[src/rtl/br32_ctrl_pkg.sv]
// br32_ctrl_pkg: shared state encoding and default timing constants for the
// BR32 bistable-ring PUF evaluation sequencer.
package br32_ctrl_pkg;

    localparam int BR32_CW        = 32;
    localparam int DEF_RST_CYC    = 4;
    localparam int DEF_SETTLE_CYC = 64;
    localparam int DEF_NVOTE      = 7;

    typedef enum logic [1:0] {
        ST_IDLE   = 2'd0,
        ST_RST    = 2'd1,
        ST_SETTLE = 2'd2,
        ST_DONE   = 2'd3
    } state_t;

    function automatic int max_int(input int a, input int b);
        return (a > b) ? a : b;
    endfunction

endpackage

[src/rtl/br32_sync.sv]
// br32_sync: two-flop synchronizer bringing the asynchronous ring output into
// the controller clock domain. Runs continuously and clears to 0 on reset.
module br32_sync (
    input  logic clk,
    input  logic rst_n,
    input  logic d,
    output logic q
);

    logic meta;

    // Shift the raw ring output through two flops to resolve metastability.
    always_ff @(posedge clk or negedge rst_n) begin
        if (!rst_n) begin
            meta <= 1'b0;
            q    <= 1'b0;
        end else begin
            meta <= d;
            q    <= meta;
        end
    end

endmodule

[src/rtl/br32_ctrl.sv]
// br32_ctrl: evaluation sequencer for the BR32 bistable-ring PUF macro.
// Accepts a challenge, parks the ring in reset, releases it for a fixed settle
// window and samples the synchronized ring output. With BR32_CTRL_VOTE_EN
// defined the challenge is evaluated NVOTE times and the majority is returned;
// otherwise a single evaluation is performed.
module br32_ctrl
    import br32_ctrl_pkg::*;
#(
    parameter int RST_CYC    = DEF_RST_CYC,
    parameter int SETTLE_CYC = DEF_SETTLE_CYC,
    parameter int NVOTE      = DEF_NVOTE,
    parameter int CW         = BR32_CW,
    parameter int VW         = $clog2(NVOTE + 1)
) (
    input  logic          clk,
    input  logic          rst_n,
    input  logic          req_valid,
    output logic          req_ready,
    input  logic [CW-1:0] req_c,
    output logic          rsp_valid,
    input  logic          rsp_ready,
    output logic          rsp_bit,
    output logic [VW-1:0] rsp_ones,
    output logic          ring_reset,
    output logic [CW-1:0] ring_c,
    input  logic          ring_out
);

`ifdef BR32_CTRL_VOTE_EN
    localparam int NEVAL = NVOTE;
`else
    localparam int NEVAL = 1;
`endif

    localparam int            PW          = $clog2(max_int(RST_CYC, SETTLE_CYC));
    localparam logic [PW-1:0] RST_LAST    = PW'(RST_CYC - 1);
    localparam logic [PW-1:0] SETTLE_LAST = PW'(SETTLE_CYC - 1);
    localparam logic [VW-1:0] EVAL_LAST   = VW'(NEVAL - 1);
    localparam logic [VW-1:0] MAJ_HALF    = VW'(NEVAL / 2);

    state_t        state;
    logic [PW-1:0] phase;
    logic [VW-1:0] eval_cnt;
    logic [VW-1:0] ones;
    logic [VW-1:0] ones_next;
    logic          ring_sync;

    br32_sync u_sync (
        .clk   (clk),
        .rst_n (rst_n),
        .d     (ring_out),
        .q     (ring_sync)
    );

    assign ones_next = ones + VW'(ring_sync);

    // Sequencer: accept a challenge, alternate reset/settle windows per
    // evaluation, then hold the response until the consumer takes it.
    always_ff @(posedge clk or negedge rst_n) begin
        if (!rst_n) begin
            state      <= ST_IDLE;
            phase      <= '0;
            eval_cnt   <= '0;
            ones       <= '0;
            req_ready  <= 1'b1;
            rsp_valid  <= 1'b0;
            rsp_bit    <= 1'b0;
            rsp_ones   <= '0;
            ring_reset <= 1'b1;
            ring_c     <= '0;
        end else begin
            case (state)
                ST_IDLE: begin
                    if (req_valid) begin
                        ring_c    <= req_c;
                        eval_cnt  <= '0;
                        ones      <= '0;
                        phase     <= '0;
                        req_ready <= 1'b0;
                        state     <= ST_RST;
                    end
                end
                ST_RST: begin
                    if (phase == RST_LAST) begin
                        phase      <= '0;
                        ring_reset <= 1'b0;
                        state      <= ST_SETTLE;
                    end else begin
                        phase <= phase + PW'(1);
                    end
                end
                ST_SETTLE: begin
                    if (phase == SETTLE_LAST) begin
                        phase      <= '0;
                        ring_reset <= 1'b1;
                        ones       <= ones_next;
                        eval_cnt   <= eval_cnt + VW'(1);
                        if (eval_cnt == EVAL_LAST) begin
                            rsp_valid <= 1'b1;
                            rsp_bit   <= (ones_next > MAJ_HALF);
                            rsp_ones  <= ones_next;
                            state     <= ST_DONE;
                        end else begin
                            state <= ST_RST;
                        end
                    end else begin
                        phase <= phase + PW'(1);
                    end
                end
                ST_DONE: begin
                    if (rsp_ready) begin
                        rsp_valid <= 1'b0;
                        req_ready <= 1'b1;
                        state     <= ST_IDLE;
                    end
                end
                default: begin
                    state <= ST_IDLE;
                end
            endcase
        end
    end

endmodule

[config.mk]
export PLATFORM = sky130hd
export DESIGN_NAME = br32_ctrl
export DESIGN_NICKNAME = d
export VERILOG_FILES = /design/src/rtl/br32_ctrl_pkg.sv /design/src/rtl/br32_sync.sv /design/src/rtl/br32_ctrl.sv
export SDC_FILE = /design/constraint.sdc
export NUM_CORES = 1
export LEC_CHECK = 0
export CORE_MARGIN = 1.5
export CORE_UTILIZATION = 35
export CTS_CLUSTER_SIZE = 8
export DETAILED_ROUTE_END_ITERATION = 6
export PLACE_DENSITY = 0.75
export SLEW_MARGIN = 10
export SYNTH_ARGS = -nofsm -noshare
export SYNTH_HDL_FRONTEND = slang
export SYNTH_HIERARCHICAL = 1
export SYNTH_SLANG_ARGS = --single-unit
[constraint.sdc]
create_clock -name clk -period 1.9 [get_ports clk]
set_input_delay 0.475 -clock clk [delete_from_list [all_inputs] [get_ports clk]]
set_output_delay 0.475 -clock clk [all_outputs]
set_load 0.005 [all_outputs]
==> flow_metrics.tcl <==
set metrics [dict create \
    outcome "complete, no violations" \
    hold_path_class "input pin to asynchronous set/reset pin" \
    vias 1885 \
    worst-path-buf-inv 1 \
    fin_crit_ns 1.841 \
    clkLatencyLatePin_ns 0.31 \
    synth.distinct_cells 32 \
    seq_power_share 0.377 \
    drc_errors 0 \
    drtAntennaViolNets 0 \
    fin_setup_tns_ns 0 \
    grt_pass1_vias 1901 \
    p_switching_mw 1.561 \
    start_util 0.3626 \
    slew_viol_final 0 \
    num_io_pins 76 \
    grt_pass1_wl_um 8763 \
    cpPeakStageDelay_ns 0.56 \
    power_mw 4.871 \
    synthesis.area_um2 2464 \
    path_clk_slew_ns 0.10 \
    worst_pin_slew_ns 0.3395 \
    leakagePower_nw 1.525 \
    syn-num-nets 251 \
    root_buffer "clkbuf_8" \
    drive_gt1_frac 0.2150 \
    via_per_inst 4.846 \
    wl_per_cell_um 13.75 \
    power_density_nw_per_um2 1378 \
    path_cells "clkdlybuf4s50_1" \
    crit_path_start_kind "register" \
    yosysSeqAreaShare 0.5597 \
    layout_commonest_cell "clkdlybuf4s50_1" \
    crit_path_max_fanout 3 \
    rsz0062_at_grt "no" \
    max_freq_mhz 543.2 \
    place.port_buffers 75 \
    crit_path_end_kind "output pin" \
    dp_cells 381 \
    fp.dieW_um 86.90 \
    fin_area_um2 3535 \
    antenna_found_initial 0 \
    routed_wl_um 5349 \
    r2r_slack_ns 0.13 \
    critPathArrivalTime_ns 1.37 \
    cap_violations 0 \
    setup_viol 0 \
    core-area_um2 6794 \
    dpl_cell_area_um2 3431 \
    diodes 0 \
    comb_power_share 0.482 \
    crit_required_ns 1.42 \
    cts_tree "built" \
    synth_warnings 6 \
    fp.dieH_um 86.90 \
    dr.pass1.iters 4 \
    h-tree-depth 2 \
    p_sw_frac 0.3204 \
    final_nets 339 \
    slew_headroom 0.7729 \
    crit_family "flip-flops" \
    std_cell_rows 30 \
    path_class "register to output pin" \
    clock_skew_ns 0.008036 \
    syn_to_final_growth_pct 43.47 \
    gp_congestion 0.9541 \
    clock_sinks 55 \
    post-route-period-util 0.9689 \
    hpwlAfterDp_um 4030 \
    postSynthRegisterBits 55 \
    clockBufferDepth 2 \
    synth_cells 204 \
    track_usage 0.1484 \
    internal_power_mw 3.310 \
    peakVddDrop_v 0.0005652 \
    fin_cells 389 \
    clock_power_share 0.141 \
    grt-ovfl-total 0 \
    cts_buffers 5 \
    die-area_um2 7552 \
    final_cell_mix "clkdlybuf4s50_1 (74), dfrtp_1 (53), mux2_2 (35)" \
    cp_slowest_cell "dfstp_2" \
    grt_max_degree 45 \
    hold_viol_final 0 \
    syn_area_per_cell_um2 12.08 \
    drtIter0Drc 88 \
]
## power by group through the flow
stage / clock, mW / sequential [mW] / combinational, mW
floorplan: 0 / 1.87 / 1.06
global placement: 0 / 1.84 / 2.31
detailed placement: 0 / 1.87 / 2.35
CTS: 0.718 / 1.84 / 2.36
global route: 0.752 / 1.89 / 2.55
finish: 0.688 / 1.84 / 2.35
## sequential cells by signal, summed over array words and instances (netlist names)
register / flops
rsp_valid: 1
u_sync/meta: 1
u_sync/q: 1
state: 2
ring_c: 32
rsp_ones: 3
eval_cnt: 3
ring_reset: 1
req_ready: 1
rsp_bit: 1
phase: 6
ones: 3
## cell type report
| type | count | area, µm² |
|---|---|---|
| Fill cell | 604 | 3259 |
| Sequential cell | 55 | 1379 |
| Multi-Input combinational cell | 131 | 1018 |
| Timing Repair Buffer | 88 | 880.8 |
| Tap cell | 96 | 120.1 |
| Clock buffer | 7 | 86.33 |
| Inverter | 11 | 41.29 |
| Clock inverter | 1 | 8.758 |
## metrics by stage
stage               setup slack [ns]  utilization  hold slack (ns)
detailed placement           0.04993       0.5050           0.3412
CTS                          0.03915       0.5190          0.03485
finish                       0.05911       0.5203          0.03993
floorplan                     0.1430            -           0.1794
global route                 0.03034       0.5203          0.05037
global placement             0.07867       0.5050           0.3370
## synthesized netlist by cell type, drive strengths merged
| cell type | n | share of area |
|---|---|---|
| dfrtp | 53 | 0.54 |
| mux2 | 35 | 0.16 |
| o21ai | 18 | 0.037 |
| nand2 | 15 | 0.023 |
| inv | 11 | 0.017 |
| ha | 10 | 0.051 |
| a21oi | 8 | 0.016 |
| nor2 | 8 | 0.012 |
| buf | 6 | 0.012 |
| nand3 | 5 | 0.010 |
| nor3 | 5 | 0.015 |
| mux2i | 4 | 0.016 |
| o2111ai | 3 | 0.011 |
| o211ai | 3 | 0.0091 |
| dfstp | 2 | 0.021 |
| nand2b | 2 | 0.0051 |
| nor2b | 2 | 0.0051 |
| o31ai | 2 | 0.0061 |
| a21o | 1 | 0.0030 |
| a22o | 1 | 0.0036 |
| a31oi | 1 | 0.0025 |
| a41o | 1 | 0.0041 |
| and3 | 1 | 0.0025 |
| clkbuf | 1 | 0.0015 |
| nand3b | 1 | 0.0030 |
| nand4 | 1 | 0.0025 |
| o41ai | 1 | 0.0036 |
| or2 | 1 | 0.0025 |
| or4 | 1 | 0.0030 |
| xor2 | 1 | 0.0036 |
## final timing paths
| kind | startpoint | endpoint | cells past startpoint |
|---|---|---|---|
| hold / removal | rst_n | ring_c[30] | 1 |
| setup reg to reg | state[1] | phase[0] | 6 |
| min in group clk | u_sync/meta | u_sync/q | 0 |
| hold reg to reg | u_sync/meta | u_sync/q | 0 |
| max in group asynchronous | rst_n | ring_reset | 2 |
| setup / recovery | req_ready | req_ready | 1 |
## per-layer routing
layer | track usage | routed length [µm] | up-vias
met1 | 0.1841 | 2275 | 924
met2 | 0.2403 | 2633 | 54
met4 | 0.06452 | 110 | 0
met5 | 0 | 0 | -
met3 | 0.04360 | 329 | 9
li1 | - | - | 898
## repair_timing
item                       CTS  global route
hold buffers                 0             0
setup buffers                0             0
setup endpoints to repair    0             7
hold endpoints to repair     0             0
resized for setup            0             3
## kinds of logic (layout without fill, tap and decap cells)
| group | Yosys count | count (layout) | synth area share |
|---|---|---|---|
| AO/OA/AOI/OAI | 39 | 39 | 0.09548 |
| XOR/XNOR | 1 | 1 | 0.003556 |
| adder cells (fa/ha/maj) | 10 | 10 | 0.05079 |
| buffers and inverters | 18 | 107 | 0.03047 |
| flip-flops | 55 | 55 | 0.5597 |
| multiplexers | 39 | 39 | 0.1762 |
| AND/OR/NAND/NOR | 42 | 42 | 0.08380 |
(Power assumes the default switching activity.)
